<file path="config.mk">
export PLATFORM = sky130hd
export DESIGN_NAME = instruction_fetch_flat
export DESIGN_NICKNAME = d
export VERILOG_FILES = /design/src/rtl/bbtron_pkg.sv /design/src/rtl/instruction_fetch_if.sv /design/src/rtl/instruction_fetch_rise_detect.sv /design/src/rtl/instruction_fetch.sv /design/src/flat_wrapper.sv
export SDC_FILE = /design/constraint.sdc
export NUM_CORES = 1
export LEC_CHECK = 0
export ABC_AREA = 1
export CELL_PAD_IN_SITES_DETAIL_PLACEMENT = 0
export CELL_PAD_IN_SITES_GLOBAL_PLACEMENT = 1
export CORE_MARGIN = 1
export CORE_UTILIZATION = 35
export CTS_CLUSTER_SIZE = 8
export DETAILED_ROUTE_END_ITERATION = 6
export GPL_TIMING_DRIVEN = 0
export PLACE_DENSITY_LB_ADDON = 0.1
export SYNTH_ARGS = -nofsm -noshare
export SYNTH_HDL_FRONTEND = slang
export SYNTH_SLANG_ARGS = --single-unit
</file>
<file path="constraint.sdc">
create_clock -name clock -period 4.61 [get_ports clock]
set_input_delay 0.922 -clock clock [delete_from_list [all_inputs] [get_ports clock]]
set_output_delay 0.922 -clock clock [all_outputs]
set_load 0.01 [all_outputs]
</file>
<file path="src/rtl/bbtron_pkg.sv">
// Shared bbtron definitions: widths, opcode encodings, opcode field position,
// and the fetch-stage state type.
package bbtron_pkg;

  localparam int unsigned ADDR_W = 10;
  localparam int unsigned DATA_W = 32;

  localparam int unsigned OP_MSB = 31;
  localparam int unsigned OP_LSB = 26;

  typedef logic [OP_MSB-OP_LSB:0] opcode_t;

  localparam opcode_t OP_J   = 6'b010111;
  localparam opcode_t OP_BEQ = 6'b001001;
  localparam opcode_t OP_IN  = 6'b010101;
  localparam opcode_t OP_HLT = 6'b011000;

  typedef enum logic [1:0] {
    S_FETCH,
    S_EXEC,
    S_WAIT_IN,
    S_HALT
  } fetch_state_t;

  function automatic opcode_t get_opcode(input logic [DATA_W-1:0] word);
    return word[OP_MSB:OP_LSB];
  endfunction

endpackage

</file>
<file path="src/rtl/instruction_fetch_if.sv">
// Bus between the fetch stage (master) and the memory / decode side (slave).
interface instruction_fetch_if #(
  parameter int unsigned ADDR_W = bbtron_pkg::ADDR_W,
  parameter int unsigned DATA_W = bbtron_pkg::DATA_W
);

  logic [DATA_W-1:0] instruction;
  logic              branch_taken;
  logic              input_ack;
  logic [ADDR_W-1:0] addy;
  logic [DATA_W-1:0] ir;
  logic              ir_valid;
  logic              waiting_input;
  logic              in_commit;
  logic              halted;

  modport master (
    input  instruction, branch_taken, input_ack,
    output addy, ir, ir_valid, waiting_input, in_commit, halted
  );

  modport slave (
    output instruction, branch_taken, input_ack,
    input  addy, ir, ir_valid, waiting_input, in_commit, halted
  );

endinterface

</file>
<file path="src/rtl/instruction_fetch_rise_detect.sv">
// Synchronises an asynchronous level and emits a one-cycle pulse on 0->1.
// All flops reset to 1 so a level held high through reset is not an edge.
module rise_detect (
  input  logic clk_i,
  input  logic rst_ni,
  input  logic level_i,
  output logic rise_o
);

  logic sync1_q, sync2_q, hist_q;

  // two-flop synchroniser followed by one history flop
  always_ff @(posedge clk_i or negedge rst_ni) begin
    if (!rst_ni) begin
      sync1_q <= 1'b1;
      sync2_q <= 1'b1;
      hist_q  <= 1'b1;
    end else begin
      sync1_q <= level_i;
      sync2_q <= sync1_q;
      hist_q  <= sync2_q;
    end
  end

  assign rise_o = sync2_q & ~hist_q;

endmodule

</file>
<file path="src/rtl/instruction_fetch.sv">
// bbtron fetch/sequencing stage: owns the PC, latches the instruction
// register, resolves j/beq targets, stalls on `in`, stops on `hlt`.
module instruction_fetch
  import bbtron_pkg::*;
(
  input  logic              clock,
  input  logic              reset,
  instruction_fetch_if.master bus
);

  localparam logic [ADDR_W-1:0] PC_ONE = ADDR_W'(1);

  fetch_state_t      state_q, state_d;
  logic [ADDR_W-1:0] pc_q, pc_d;
  logic [DATA_W-1:0] ir_q, ir_d;
  logic              ack_rise;
  logic              ir_valid, waiting_input, in_commit, halted;

  rise_detect u_ack_rise (
    .clk_i  (clock),
    .rst_ni (reset),
    .level_i(bus.input_ack),
    .rise_o (ack_rise)
  );

  // state, program counter and instruction register
  always_ff @(posedge clock or negedge reset) begin
    if (!reset) begin
      state_q <= S_FETCH;
      pc_q    <= '0;
      ir_q    <= '0;
    end else begin
      state_q <= state_d;
      pc_q    <= pc_d;
      ir_q    <= ir_d;
    end
  end

  // next-state, PC update and status outputs
  always_comb begin
    state_d       = state_q;
    pc_d          = pc_q;
    ir_d          = ir_q;
    ir_valid      = 1'b0;
    waiting_input = 1'b0;
    in_commit     = 1'b0;
    halted        = 1'b0;
    unique case (state_q)
      S_FETCH: begin
        ir_d    = bus.instruction;
        state_d = S_EXEC;
      end
      S_EXEC: begin
        ir_valid = 1'b1;
        state_d  = S_FETCH;
        unique case (get_opcode(ir_q))
          OP_J:   pc_d = ir_q[ADDR_W-1:0];
          OP_BEQ: pc_d = bus.branch_taken ? ir_q[ADDR_W-1:0] : pc_q + PC_ONE;
          OP_IN:  state_d = S_WAIT_IN;
          OP_HLT: state_d = S_HALT;
          default: pc_d = pc_q + PC_ONE;
        endcase
      end
      S_WAIT_IN: begin
        waiting_input = 1'b1;
        if (ack_rise) begin
          in_commit = 1'b1;
          pc_d      = pc_q + PC_ONE;
          state_d   = S_FETCH;
        end
      end
      S_HALT: begin
        halted = 1'b1;
      end
      default: state_d = S_FETCH;
    endcase
  end

  assign bus.addy          = pc_q;
  assign bus.ir            = ir_q;
  assign bus.ir_valid      = ir_valid;
  assign bus.waiting_input = waiting_input;
  assign bus.in_commit     = in_commit;
  assign bus.halted        = halted;

endmodule
</file>
<file path="src/flat_wrapper.sv">
// flat-port wrapper written by rule: the top's interface ports become plain ports
module instruction_fetch_flat import bbtron_pkg::*;
  (clock, reset, bus_instruction, bus_branch_taken, bus_input_ack, bus_addy, bus_ir, bus_ir_valid, bus_waiting_input, bus_in_commit, bus_halted);
  instruction_fetch_if bus_i ();
  input  logic clock;
  input  logic reset;
  input wire logic [$bits(bus_i.instruction)-1:0] bus_instruction;
  input wire logic [$bits(bus_i.branch_taken)-1:0] bus_branch_taken;
  input wire logic [$bits(bus_i.input_ack)-1:0] bus_input_ack;
  output wire logic [$bits(bus_i.addy)-1:0] bus_addy;
  output wire logic [$bits(bus_i.ir)-1:0] bus_ir;
  output wire logic [$bits(bus_i.ir_valid)-1:0] bus_ir_valid;
  output wire logic [$bits(bus_i.waiting_input)-1:0] bus_waiting_input;
  output wire logic [$bits(bus_i.in_commit)-1:0] bus_in_commit;
  output wire logic [$bits(bus_i.halted)-1:0] bus_halted;
  assign bus_i.instruction = bus_instruction;
  assign bus_i.branch_taken = bus_branch_taken;
  assign bus_i.input_ack = bus_input_ack;
  assign bus_addy = bus_i.addy;
  assign bus_ir = bus_i.ir;
  assign bus_ir_valid = bus_i.ir_valid;
  assign bus_waiting_input = bus_i.waiting_input;
  assign bus_in_commit = bus_i.in_commit;
  assign bus_halted = bus_i.halted;
  instruction_fetch u_core (.clock(clock), .reset(reset), .bus(bus_i));
endmodule
</file>
# Yosys cells after proc, flatten, opt, wreduce, memory -nomap -nowiden
# Index checks and enable logic that the tools add are counted.
dict set report op_classes {
  bitwise 2
  div 0
  n_lt_le_gt_ge 0
  shifts 0
  n_mux 12
  n_addsub 1
  n_eq_ne 9
  n_reduce_logical 6
  mul 0
}
# operator n
set op_table {}
lappend op_table {{10-bit one-hot mux with 3 select lines} 1}
lappend op_table {{10-bit 2-to-1 mux} 2}
lappend op_table {{10-bit one-hot mux with 2 select lines} 1}
lappend op_table {{6-bit by 5-bit equality test with 1-bit output (second input constant)} 3}
lappend op_table {{10-bit by 1-bit adder with 10-bit output (second input constant)} 1}
lappend op_table {{6-bit by 4-bit equality test with 1-bit output (second input constant)} 1}
lappend op_table {{2-bit one-hot mux with 3 select lines} 1}
lappend op_table {{1-bit 2-to-1 mux} 5}
lappend op_table {{2-bit equality test (second input constant)} 2}
lappend op_table {{2-bit one-hot mux with 2 select lines} 1}
lappend op_table {{3-bit AND reduction} 1}
lappend op_table {{3-bit nonzero test} 1}
lappend op_table {{2-bit by 1-bit equality test with 1-bit output (second input constant)} 1}
lappend op_table {{2-bit zero test} 1}
lappend op_table {{2-bit 2-to-1 mux} 1}
lappend op_table {{2-bit by 1-bit != test with 1-bit output (second input constant)} 1}
lappend op_table {{2-bit != test (second input constant)} 1}
lappend op_table {{2-bit AND reduction} 1}
lappend op_table {{2-bit nonzero test} 1}
lappend op_table {{2-bit OR reduction} 1}
lappend op_table {{1-bit AND} 1}
lappend op_table {{1-bit inverter} 1}
dict set report word_totals {
  mem_bits_ro 0
  output_inout_bits 46
  latch_bits 0
  in_bits 36
  ff_bits 47
  memories 0
  mem_bits_rw 0
}

# Depth between registers and ports, before layout
dict set report logic_depth {
  ltp_word 4
  depth_mapped 12
}

# Modules after synthesis
# Synthesis repeated with hierarchy kept, for this count alone.
dict set report hier_totals {
  cells_unflattened 273
  area_unflattened_um2 2368.5
}
# mod cells_each area_per_inst_um2 instances
set by_module_without_submodules {}
lappend by_module_without_submodules {instruction_fetch 268 2279.7 1}
lappend by_module_without_submodules {rise_detect 5 88.8 1}

# Worst setup path after synthesis
# Ideal clock, no wire load.
dict set report synth_path {
  path_kind {reg-to-output}
  start {register u_core.state_q[0]}
  end {output port bus_in_commit}
  arrival_time_ns 1.228
  stages_incl_launch_ff 5
  t_required_ns 3.688
  path_slack_ns 2.460
  path_buffers 0
  cell_sequence {dfrtp_1 > inv_1 > ha_1 > inv_4 > nor3_1}
}
dict set report synth_via {
  elab_chain_len 2
}
# item line
set synth_lines {}
lappend synth_lines {{from (decl)} instruction_fetch.sv:13} ;# fetch_state_t state_q, state_d;
lappend synth_lines {{from (signal assigned)} instruction_fetch.sv:33} ;# state_q <= state_d;
lappend synth_lines {{2-bit equality test} instruction_fetch.sv:48} ;# unique case (state_q)
lappend synth_lines {{1-bit 2-to-1 mux} instruction_fetch.sv:48}
lappend synth_lines {{to (decl)} flat_wrapper.sv:14} ;# output wire logic [$bits(bus_i.in_commit)-1:0] bus_in_commit;
# Every way passes these cells.

# Final worst setup path
# Ends and elaborated chain as after synthesis.

==> results.md <==
* Status: completed
* Critical path arrival at 2140 ps
* Seq pwr share at 32.1%
* Async S/R FF share, synth at 100%
* Final core utilization at 53.7%
* Vias in the first global route at 2104
* Ratio of cells with drive above 1 in the final layout at 14.0%
* Clk buf depth at 2
* Final cell count without fillers at 449
* Max_slew headroom at 59.0%
* Gate Count Post-Synth at 282
* Cell internal pwr at 1.47 mW
* CP max FO at 10
* Clock Pin Slew Worst Setup and Hold Paths at 100 ps
* Sw frac at 38.3%
* Area occupied by multi-input gates at 1070 um^2
* Pleak at 1.63 nW
* Drt drc at 0
* Cell variety after synth at 29
* Cts bufs inserted at 5
* Synth top area cells: dfrtp_1 (46%), nand2_1 (11%), mux2_2 (8.8%)
* Syn. warnings at 0
* TritonRoute pass-1 iters at 4
* Max Freq at 327 MHz
* # diodes at 0
* Final worst setup slack at 1550 ps
* Tcrit/Tclk final at 66.4%
* Critical path class: reg2out
* Min Clock Period, post-route at 3060 ps
* Worst Path Required at 3690 ps
* Comb pwr share at 52.4%
* CP startpoint kind: flop
* NetSw at 911 uW
* CP delay by family, top: buffers and inverters
* Slew Limit Fails at 0
* Die X at 85.2 um
* Primary FF master, synth: dfrtp_1
* Final RePlAce weighted congestion at 0.727
* Max Cap Viol at 0
* Core Region at 6490 um^2
* PortBufs at 81
* Wire per inst at 13.1 um
* Boundary pin count at 82
* Worst hold margin at 363 ps
* Worst Max-Slew Pin Slew at 615 ps
* Area Growth Syn to Fin at 44.2%
* Filler instances at 654
* First-pass GRT wire length at 10.2 mm
* Vias post-DR at 2089
* Slowest stage delay, CP at 570 ps
* Clock Latency Late Sink at 300 ps
* Synthesized area at 2420 um^2
* Placed insts at 441
* Final WL at 5.88 mm
* Dpl hpwl at 4.60 mm
* Critical Path Sink Type: primary output
* Number of synthesized flops with an enable pin at 0
* Iteration-0 DRC Markers at 49
* CTS tree: built
* Tot GR Track Use at 18.1%
* Max VDD drop at 342 uV
* Setup WS pre-CTS at 1880 ps
* # rows at 29
* Skew final at 7.81 ps
* Clock power share at 15.5%
* CP max-delay cell: clkdlybuf4s50_1
* Post-synth top area share at 45.5%
* Initial antenna violation count at 0
* Pwr Density at 682 nW/um^2
* NumNets Final at 412
* GRT overflow at 0
* RSZ-0062 raised after global routing: no
* Seq/Total Area, Yosys at 48.8%
* Final hold violation count at 0
* Starting density of the core at 37.3%
* FF+latch count, synth at 47
* ANT nets after route at 0
* Cts-stage hold buffer count at 0
* Crit path buf inv count at 3
* Largest net degree at the start of global routing at 26
* Root Driver: clkbuf_8
* Register area at 1180 um^2
* Syn avg cell area at 8.58 um^2
* CP cell instances: inv_1 -> ha_1 -> inv_4 -> nor3_1 -> clkdlybuf4s50_1
* Chip Height at 85.2 um
* Final setup fails at 0
* Setup Buffers After CTS at 0
* Synthesized net count at 323
* Synth area leader: dfrtp_1
* Clk sink count at 47
* CTS resizes at 0
* Worst hold path class: reg2reg
* # H-tree levels at 2
* Setup TNS at 0 ps
* Die Area at 7250 um^2
* DR vias/cell at 4.65
[stage by stage]
step	power, mW	instance area [um^2]
global placement	2.02	3330
detailed placement	2.04	3350
finish	2.38	3490
floorplan	1.45	2420
CTS	2.42	3490
global route	2.59	3490
[sequential cells by signal, summed over array words and instances, names as in the netlist]
register / count
u_core.u_ack_rise.hist_q: 1
u_core.state_q: 2
u_core.bus.ir: 32
u_core.u_ack_rise.sync2_q: 1
u_core.bus.addy: 10
u_core.u_ack_rise.sync1_q: 1
[synthesized netlist by cell type (2+ instances only)]
| library cell | number |
|---|---|
| nand2_1 | 73 |
| dfrtp_1 | 44 |
| inv_1 | 32 |
| nor2_1 | 30 |
| o21ai_0 | 25 |
| mux2_2 | 19 |
| nand3_1 | 19 |
| ha_1 | 5 |
| buf_2 | 3 |
| dfstp_2 | 3 |
| nand2_2 | 3 |
| nand4_1 | 3 |
| nor2_2 | 3 |
| a21oi_1 | 2 |
| a21oi_2 | 2 |
| a31oi_1 | 2 |
| nand2_4 | 2 |
[placed cells by master, fill, tap and decap left out, drive strengths merged, types with 4 or more instances in the layout]
| cell | netlist | final |
|---|---|---|
| clkbuf | 1 | 6 |
| o21ai | 25 | 25 |
| mux2 | 19 | 19 |
| buf | 5 | 7 |
| nand3 | 20 | 20 |
| a21oi | 4 | 4 |
| nand2 | 78 | 78 |
| clkdlybuf4s50 | 0 | 80 |
| ha | 5 | 5 |
| nor2 | 34 | 34 |
| inv | 34 | 35 |
| dfrtp | 44 | 44 |
[routing by layer]
layer	wire length [um]	vias up	GRT usage, %
li1	-	1074	-
met1	2660	958	23.1
met2	2710	55	28.7
met3	478	2	7.30
met4	29	0	4.16
met5	0	-	0
[area by class of cell]
| cell class | count | area share [%] |
|---|---|---|
| Timing Repair Buffer | 82 | 23.9 |
| Tap cell | 77 | 2.76 |
| Buffer | 6 | 1.08 |
| Clock inverter | 3 | 2.04 |
| Sequential cell | 47 | 33.8 |
| Clock buffer | 5 | 1.97 |
| Multi-Input combinational cell | 195 | 30.7 |
| Inverter | 34 | 3.73 |
[logic make-up (layout without fill, tap and decap cells)]
logic type | Yosys count | after routing | synth area share, %
AO/OA/AOI/OAI | 33 | 33 | 7.65
buffers and inverters | 40 | 130 | 6.93
XOR/XNOR | 1 | 1 | 0.362
AND/OR/NAND/NOR | 137 | 137 | 24.9
flip-flops | 47 | 47 | 48.8
multiplexers | 19 | 19 | 8.84
adder cells (fa/ha/maj) | 5 | 5 | 2.59
[path summary, 6_finish.rpt]
check | depth (start not counted) | slack, ps | startpoint | to
worst max-delay path | 5 | 1550 | u_core.state_q[0]$_DFFE_PN0P_ | bus_in_commit
worst min-delay path | 0 | 360 | u_core.u_ack_rise.sync2_q$_DFF_PN1_ | u_core.u_ack_rise.hist_q$_DFF_PN1_
worst max register to register | 9 | 2810 | u_core.state_q[0]$_DFFE_PN0P_ | u_core.bus.addy[4]$_DFFE_PN0P_
worst min register to register | 0 | 360 | u_core.u_ack_rise.sync2_q$_DFF_PN1_ | u_core.u_ack_rise.hist_q$_DFF_PN1_
max in group asynchronous | 2 | 3460 | reset | u_core.bus.addy[3]$_DFFE_PN0P_
min in group asynchronous | 1 | 620 | reset | u_core.bus.ir[23]$_DFFE_PN0N_
[power groups by stage]
stage          Sequential [mW]  Clock [mW]  Combinational [mW]
2_1_floorplan            0.834           0               0.619
3_3_place_gp             0.763           0                1.25
3_5_place_dp             0.773           0                1.26
4_1_cts                  0.766       0.384                1.27
5_1_grt                  0.796       0.398                1.39
6_report                 0.763       0.370                1.25
Note: power is estimated with default switching activity, not from simulation.
